**src/rtl/dmem_pkg.sv**
```systemverilog
// Shared constants and FSM state encoding for the data memory responder.
package dmem_pkg;

  localparam int WORD_W          = 16;
  localparam int DEPTH_DEF       = 256;
  localparam int WAIT_CYCLES_DEF = 2;
  localparam int CNT_W           = 4;

  typedef enum logic [1:0] {
    ST_IDLE = 2'b00,
    ST_WAIT = 2'b01,
    ST_RESP = 2'b10
  } state_t;

endpackage

```
**src/rtl/data_mem_responder_if.sv**
```systemverilog
// MEM-stage load/store bus between the datapath (master) and the data memory (slave).
interface data_mem_responder_if;
  import dmem_pkg::*;

  logic              req;
  logic              we;
  logic [WORD_W-1:0] addr;
  logic [WORD_W-1:0] wdata;
  logic              ready;
  logic [WORD_W-1:0] rdata;
  logic              err;
  logic              stall;

  modport master (
    output req, we, addr, wdata,
    input  ready, rdata, err, stall
  );

  modport slave (
    input  req, we, addr, wdata,
    output ready, rdata, err, stall
  );

endinterface

```
**src/rtl/dmem_array.sv**
```systemverilog
// DEPTH x 16 storage: synchronous write, registered read with a clear path for bad addresses.
module dmem_array
  import dmem_pkg::*;
#(
  parameter int DEPTH = DEPTH_DEF,
  parameter int AW    = 8
) (
  input  logic              clk,
  input  logic              reset,
  input  logic              wr_en,
  input  logic              rd_en,
  input  logic              rd_clr,
  input  logic [AW-1:0]     addr,
  input  logic [WORD_W-1:0] wdata,
  output logic [WORD_W-1:0] rd_data
);

  logic [WORD_W-1:0] mem [DEPTH];

  // Store path; contents survive reset.
  always_ff @(posedge clk) begin
    if (wr_en) mem[addr] <= wdata;
  end

  // Load result register; holds until the next load completes.
  always_ff @(posedge clk or posedge reset) begin
    if (reset)      rd_data <= '0;
    else if (rd_en) rd_data <= rd_clr ? '0 : mem[addr];
  end

endmodule

```
**src/rtl/data_mem_responder.sv**
```systemverilog
// Data memory responder: req/ready handshake with a fixed access latency and a
// stall output that freezes the datapath while an access is in flight.
module data_mem_responder
  import dmem_pkg::*;
#(
  parameter int DEPTH       = DEPTH_DEF,
  parameter int WAIT_CYCLES = WAIT_CYCLES_DEF
) (
  input  logic                 clk,
  input  logic                 reset,
  data_mem_responder_if.slave  bus
);

  localparam int                AW       = (DEPTH > 1) ? $clog2(DEPTH) : 1;
  localparam logic [WORD_W:0]   DEPTH_L  = (WORD_W+1)'(DEPTH);
  localparam logic [CNT_W-1:0]  WAIT_CNT = CNT_W'(WAIT_CYCLES);

  if (WAIT_CYCLES < 0 || WAIT_CYCLES > 15) begin : g_wait_range
    $error("data_mem_responder: WAIT_CYCLES must be within 0..15");
  end

  state_t            state;
  logic [CNT_W-1:0]  cnt;
  logic              ready_q;
  logic              err_q;

  logic              we_q;
  logic [WORD_W-1:0] addr_q;
  logic [WORD_W-1:0] wdata_q;

  logic              accept;
  logic              fire;
  logic              in_range;
  logic              wr_en;
  logic              rd_en;
  logic [WORD_W-1:0] rd_data;

  // A new request is taken from IDLE, or from RESP for back-to-back service.
  assign accept   = bus.req && (state == ST_IDLE || state == ST_RESP);
  assign fire     = (state == ST_WAIT) && (cnt == '0);
  assign in_range = ({1'b0, addr_q} < DEPTH_L);
  assign wr_en    = fire && we_q && in_range;
  assign rd_en    = fire && !we_q;

  // Request latch: fields captured once at acceptance, ignored afterwards.
  always_ff @(posedge clk) begin
    if (accept) begin
      we_q    <= bus.we;
      addr_q  <= bus.addr;
      wdata_q <= bus.wdata;
    end
  end

  // Control FSM with wait counter and registered ready/err pulses.
  always_ff @(posedge clk or posedge reset) begin
    if (reset) begin
      state   <= ST_IDLE;
      cnt     <= '0;
      ready_q <= 1'b0;
      err_q   <= 1'b0;
    end else begin
      ready_q <= 1'b0;
      err_q   <= 1'b0;
      case (state)
        ST_IDLE: begin
          if (bus.req) begin
            state <= ST_WAIT;
            cnt   <= WAIT_CNT;
          end
        end
        ST_WAIT: begin
          if (cnt != '0) begin
            cnt <= cnt - CNT_W'(1);
          end else begin
            state   <= ST_RESP;
            ready_q <= 1'b1;
            err_q   <= !in_range;
          end
        end
        ST_RESP: begin
          if (bus.req) begin
            state <= ST_WAIT;
            cnt   <= WAIT_CNT;
          end else begin
            state <= ST_IDLE;
          end
        end
        default: state <= ST_IDLE;
      endcase
    end
  end

  dmem_array #(
    .DEPTH (DEPTH),
    .AW    (AW)
  ) u_array (
    .clk     (clk),
    .reset   (reset),
    .wr_en   (wr_en),
    .rd_en   (rd_en),
    .rd_clr  (!in_range),
    .addr    (addr_q[AW-1:0]),
    .wdata   (wdata_q),
    .rd_data (rd_data)
  );

  assign bus.ready = ready_q;
  assign bus.err   = err_q;
  assign bus.rdata = rd_data;
  assign bus.stall = (state == ST_WAIT);

endmodule

```
**src/flat_wrapper.sv**
```systemverilog
// flat-port wrapper written by rule: the top's interface ports become plain ports
module data_mem_responder_flat import dmem_pkg::*;
#(
  parameter int DEPTH       = DEPTH_DEF,
  parameter int WAIT_CYCLES = WAIT_CYCLES_DEF
)
  (clk, reset, bus_req, bus_we, bus_addr, bus_wdata, bus_ready, bus_rdata, bus_err, bus_stall);
  data_mem_responder_if bus_i ();
  input  logic clk;
  input  logic reset;
  input wire logic [$bits(bus_i.req)-1:0] bus_req;
  input wire logic [$bits(bus_i.we)-1:0] bus_we;
  input wire logic [$bits(bus_i.addr)-1:0] bus_addr;
  input wire logic [$bits(bus_i.wdata)-1:0] bus_wdata;
  output wire logic [$bits(bus_i.ready)-1:0] bus_ready;
  output wire logic [$bits(bus_i.rdata)-1:0] bus_rdata;
  output wire logic [$bits(bus_i.err)-1:0] bus_err;
  output wire logic [$bits(bus_i.stall)-1:0] bus_stall;
  assign bus_i.req = bus_req;
  assign bus_i.we = bus_we;
  assign bus_i.addr = bus_addr;
  assign bus_i.wdata = bus_wdata;
  assign bus_ready = bus_i.ready;
  assign bus_rdata = bus_i.rdata;
  assign bus_err = bus_i.err;
  assign bus_stall = bus_i.stall;
  data_mem_responder #(.DEPTH(DEPTH), .WAIT_CYCLES(WAIT_CYCLES)) u_core (.clk(clk), .reset(reset), .bus(bus_i));
endmodule
```
**config.mk**
```make
export PLATFORM = sky130hd
export DESIGN_NAME = data_mem_responder_flat
export DESIGN_NICKNAME = d
export VERILOG_FILES = /design/src/rtl/dmem_pkg.sv /design/src/rtl/data_mem_responder_if.sv /design/src/rtl/dmem_array.sv /design/src/rtl/data_mem_responder.sv /design/src/flat_wrapper.sv
export SDC_FILE = /design/constraint.sdc
export NUM_CORES = 2
export LEC_CHECK = 0
export BUFFER_PORTS_ARGS = -buffer_cell sky130_fd_sc_hd__buf_2
export CAP_MARGIN = 20
export CELL_PAD_IN_SITES_DETAIL_PLACEMENT = 2
export CELL_PAD_IN_SITES_GLOBAL_PLACEMENT = 2
export CORE_ASPECT_RATIO = 1.75
export CORE_MARGIN = 2
export CORE_UTILIZATION = 55
export DETAILED_ROUTE_END_ITERATION = 10
export PLACE_DENSITY = 0.81
export RECOVER_POWER = 25
export SKIP_CTS_REPAIR_TIMING = 1
export SLEW_MARGIN = 30
export SYNTH_ARGS = -nofsm -noshare
export SYNTH_HDL_FRONTEND = slang
export SYNTH_SLANG_ARGS = --single-unit
```
**constraint.sdc**
```tcl
create_clock -name clk -period 6.07 [get_ports clk]
set_input_delay 0.3035 -clock clk [delete_from_list [all_inputs] [get_ports clk]]
set_output_delay 0.3035 -clock clk [all_outputs]
set_load 0.03 [all_outputs]
```
==> results of run 1 <==
[cell families after synthesis]
kind of cell,share of synthesized area (%)
compound gates,3.747
buf+inv,1.697
mux,14.45
simple gates,2.241
xor+xnor,0.01093
flops,77.84
fa+ha+maj,0.01561
[cell usage after synthesis, types with 4 or more instances]
cell	count
a2111oi_0	32
a211o_1	4
a211oi_1	62
a21o_1	9
a21oi_1	141
a221oi_1	49
a22o_1	13
a22oi_1	158
a311oi_1	10
a31oi_1	12
and2_1	9
and3_1	9
buf_1	24
buf_2	113
buf_4	48
buf_6	74
buf_8	5
clkbuf_1	185
dfrtp_1	24
dfxtp_1	8
edfxtp_1	4129
inv_1	10
mux2_2	95
mux2i_1	488
mux4_2	764
nand2_1	164
nand2b_1	13
nand3_1	26
nand3b_1	9
nand4_1	16
nor2_1	368
nor2b_1	27
nor3_1	76
nor3b_1	6
nor4_1	30
o211ai_1	13
o21ai_0	43
o221ai_1	147
o22ai_1	90
o31ai_1	24
or2_2	6
or3_1	14
or4_1	12
[stage by stage]
stage,worst slack (ns),setup TNS [ns]
after floorplan,2.024,0
after global placement,-0.1955,-0.1955
==> results.tsv, run 1 <==
stage	metric	value	unit
status	status	did not finish	
status	Stop stage	3_5_place_dp	
status	Run Error	[ERROR DPL-0033] detailed placement checks failed during check placement.	
yosys	Synth Register Bits	4161	
yosys	asr flop ratio synth	0.5768	%
floorplanning	IO Pins	55	
yosys	sequential cell area fraction in the yosys report	77.84	%
floorplanning	# rows	262	
place	PortBufs	54	
yosys	Synth warnings	0	
yosys	Post-synth EDFFs	4129	
yosys	post-synth top area cell	edfxtp_1	
yosys	Syn Inst Count	7602	
place	Placer Congestion	0.9073	
yosys	Main synth FF type	edfxtp_1	
yosys	share of the synthesized area in the top cell type	77.36	%
floorplanning	DIE HEIGHT	718.1	µm
yosys	Post-Syn Nets	7640	
yosys	post-synthesis cell type count	72	
yosys	most area-consuming cells after synthesis	edfxtp_1 (77%), mux4_2 (11%), mux2i_1 (3.0%)	
yosys	Mapped Avg Cell Area	21.08	µm²
place	dpl hpwl	400900	µm
yosys	Mapped Area	160300	µm²
floorplanning	Initial Utilization	55.18	%
floorplanning	die width	412.1	µm
==> run 2, diff against run 1 <==
--- a/config.mk
+++ b/config.mk
@@ -7,13 +7,10 @@
 export LEC_CHECK = 0
 export BUFFER_PORTS_ARGS = -buffer_cell sky130_fd_sc_hd__buf_2
 export CAP_MARGIN = 20
-export CELL_PAD_IN_SITES_DETAIL_PLACEMENT = 2
-export CELL_PAD_IN_SITES_GLOBAL_PLACEMENT = 2
-export CORE_ASPECT_RATIO = 1.75
 export CORE_MARGIN = 2
-export CORE_UTILIZATION = 55
+export CORE_UTILIZATION = 40
 export DETAILED_ROUTE_END_ITERATION = 10
-export PLACE_DENSITY = 0.81
+export PLACE_DENSITY_LB_ADDON = 0.15
 export RECOVER_POWER = 25
 export SKIP_CTS_REPAIR_TIMING = 1
 export SLEW_MARGIN = 30
==> results.tsv, run 2 <==
stage	metric	value	unit
critical_path	Crit path required time	6.23	ns
yosys	asr flop ratio synth	0.5768	%
global_routing	number of global-route vias before repair	80806	
critical_path	worst-path fanout max	74	
yosys	post-synth top area cell	edfxtp_1	
min_path	Hold Crit Class	in -> reg	
sta	Worst-Margin Slew	4.750	ns
critical_path	CP top delay family	buffers and inverters	
cells_and_area	Area growth syn-to-layout	14.63	%
clocking	CTS Buf Count	439	
sta	number of failing hold endpoints at the final stage	0	
floorplanning	# rows	232	
clocking	CTS tree	yes	
cells_and_area	max FFs per register	4096	
power_and_ir_drop	Combinational Power Share	20.1	%
clocking	Clk Tree Root Cell	clkbuf_16	
floorplanning	DIE AREA	405800	µm²
global_routing	remaining global-route overflow	0	
sta	Final min period	5.500	ns
place	placed cell area	169500	µm²
sta	Worst Skew	0.05530	ns
power_and_ir_drop	Power Internal	52.57	mW
critical_path	Cell Chain, Critical Path	clkbuf_1, clkbuf_1	
yosys	Post-Syn Nets	7640	
cells_and_area	largest reg by FF count	u_core.u_array.mem	
yosys	Syn Inst Count	7602	
critical_path	Top cell by count, worst path	clkbuf_1	
route	met3 WL	28990	µm
floorplanning	core area	399100	µm²
yosys	most area-consuming cells after synthesis	edfxtp_1 (77%), mux4_2 (11%), mux2i_1 (3.0%)	
place	PortBufs	54	
floorplanning	die width	637.0	µm
critical_path	slowest stage cell, crit path	clkbuf_1	
cells_and_area	fin area	183700	µm²
global_routing	GRT Resource Usage Total	22.86	%
power_and_ir_drop	sequential group share of total power	44.6	%
yosys	most frequent cell after synthesis	edfxtp_1	
global_routing	largest net degree at the start of global routing	179	
floorplanning	Initial Utilization	40.15	%
yosys	top post-synthesis cells by count	edfxtp_1 (4129), mux4_2 (764), mux2i_1 (488)	
power_and_ir_drop	switching share of power	28.69	%
global_routing	first-pass GRT wire length	655900	µm
yosys	Mapped Area	160300	µm²
status	violated checks	capacitance limit, slew limit	
sta	final setup TNS	0	ns
cells_and_area	most common cell after layout, fill and taps aside	edfxtp_1	
sta	Final Setup Violations	0	
route	1st-pass router iterations	9	
place	Placer Congestion	0.8335	
clocking	CTS max path bufs	4	
power_and_ir_drop	Peak VDD IR	272.4	µV
floorplanning	IO Pins	55	
yosys	largest family of logic cells by synthesized area	multiplexers	
route	Residual DRC	0	
status	status	finished with violations	
critical_path	Critical Path Source Type	flop	
yosys	post-synthesis xor/xnor area fraction	0.01093	%
min_path	hold depth	2	
route	WL per Instance	34.04	µm
sta	Final Slew Violations	2072	
clocking	Clock transition at path regs	0.06	ns
yosys	Synth warnings	0	
power_and_ir_drop	Pwr Density	401.2	nW/µm²
critical_path	WS Path Type	reg -> reg	
yosys	Main synth FF type	edfxtp_1	
critical_path	worst path buffer plus inverter count	2	
clocking	worst skew pair latency	1.00	ns
yosys	share of the synthesized area in the top cell type	77.36	%
yosys	Simple-Gate Fraction of Synth Area	2.241	%
sta	unrepaired setup endpoints after global routing	false	
route	final WL	471200	µm
place	dpl hpwl	289600	µm
run	Max-cap violations	27	
power_and_ir_drop	Overall Power	73.71	mW
route	via count	81062	
yosys	Post-Synth Adder-Cell Area	0.01561	%
route	Starting DRT DRC Count	9550	
global_routing	initial antenna violation count	25	
cells_and_area	# fillers	33314	
critical_path	largest stage delay on the critical path	2.86	ns
yosys	compound-gate portion of the synthesized area	3.747	%
yosys	sequential cell area fraction in the yosys report	77.84	%
power_and_ir_drop	P_leak	57.73	nW
cells_and_area	Nets	8229	
critical_path	cell depth of the worst setup path	2	
critical_path	worst r2r path cells	2	
cells_and_area	commonest cells after routing, fill and taps aside	edfxtp_1 (4129), mux4_2 (764), mux2i_1 (488)	
sta	period utilization	90.61	%
sta	Rel. slew slack	-216.7	%
critical_path	Data arrival, critical path	5.66	ns
route	wl on met1	202000	µm
cells_and_area	layout cells sized above 1	25.20	%
clocking	Clock H-tree levels	5	
yosys	mux cell area share after synthesis	14.45	%
yosys	Mapped Avg Cell Area	21.08	µm²
route	met2 routed wirelength	227600	µm
clocking	# clock sinks	4161	
route	top sig layer	met5	
power_and_ir_drop	Clock Power Share	35.3	%
critical_path	CP endpoint kind	flop	
cells_and_area	final core occ	46.03	%
yosys	Post-synth EDFFs	4129	
route	average vias per placed instance	5.856	
yosys	post-synthesis cell type count	72	
power_and_ir_drop	Net Switching	21.15	mW
yosys	Synth Register Bits	4161	
floorplanning	DIE HEIGHT	637.0	µm
route	Final ANT Viol Nets	0	
sta	Achievable Freq	181.8	MHz
-- run 2: cell counts after synthesis --
No cell type changed its count.
-- run 2: metrics by stage --
stage	setup slack [ns]	hold WS, ns	instances
finish	0.5702	0.05299	13842
global route	0.2558	-0.000007661	13828
CTS	0.6062	-0.5993	13780
detailed placement	0.6127	0.4615	12968
global placement	0.3052	0.4709	12964
floorplan	2.024	0.3181	7602
-- run 2: final timing paths --
kind                            slack (ns)                      start                   endpoint
max in group asynchronous             3.28                      reset  u_core.u_array.rd_data[4]
worst max register to register        0.57         u_core.wdata_q[10]  u_core.u_array.mem[0][10]
worst min-delay path                  0.05               bus_wdata[0]          u_core.wdata_q[0]
worst max-delay path                  0.57         u_core.wdata_q[10]  u_core.u_array.mem[0][10]
worst min register to register        0.48  u_core.u_array.rd_data[8]  u_core.u_array.rd_data[8]
min in group asynchronous             1.32                      reset  u_core.u_array.rd_data[6]
-- run 2: power by group through the flow --
stage	Clock (mW)	Sequential (mW)	Combinational, mW
floorplan	0	33.9	8.21
global placement	0	33.3	14.8
detailed placement	0	33.3	14.9
CTS	26.5	32.7	15.0
global route	27.6	32.9	15.5
finish	26.0	32.9	14.8
-- run 2: layout make-up --
| type | instances | area, µm² | share of cell area, % |
|---|---|---|---|
| antenna | 15 | 37.54 | 0.02043 |
| clock inverter | 248 | 2216 | 1.206 |
| inverter | 11 | 46.29 | 0.02520 |
| sequential | 4161 | 124800 | 67.91 |
| timing repair buffer | 600 | 4907 | 2.671 |
| clock buffer | 564 | 11640 | 6.335 |
| multi-input combinational | 2978 | 33520 | 18.24 |
| tap | 5265 | 6588 | 3.586 |
-- run 2: logic make-up after synthesis --
kind of cell	after synthesis
mux	1347
fa+ha+maj	2
simple gates	797
flops	4161
xor+xnor	2
buf+inv	463
compound gates	830
-- run 2: worst reg2reg max path, cell delays in order (launching register included) --
cell	delay (ns)
edfxtp_1	0.33
clkbuf_1	1.21
clkbuf_1	2.92
-- run 2: per-layer routing --
metal  global-route usage (%)  vias up
met4                    5.675        4
met5                        0        -
met1                    32.59    44312
li1                         -    33205
met3                    3.285      586
met2                    37.19     2955
No activity file was read; power rests on OpenSTA's default activity.
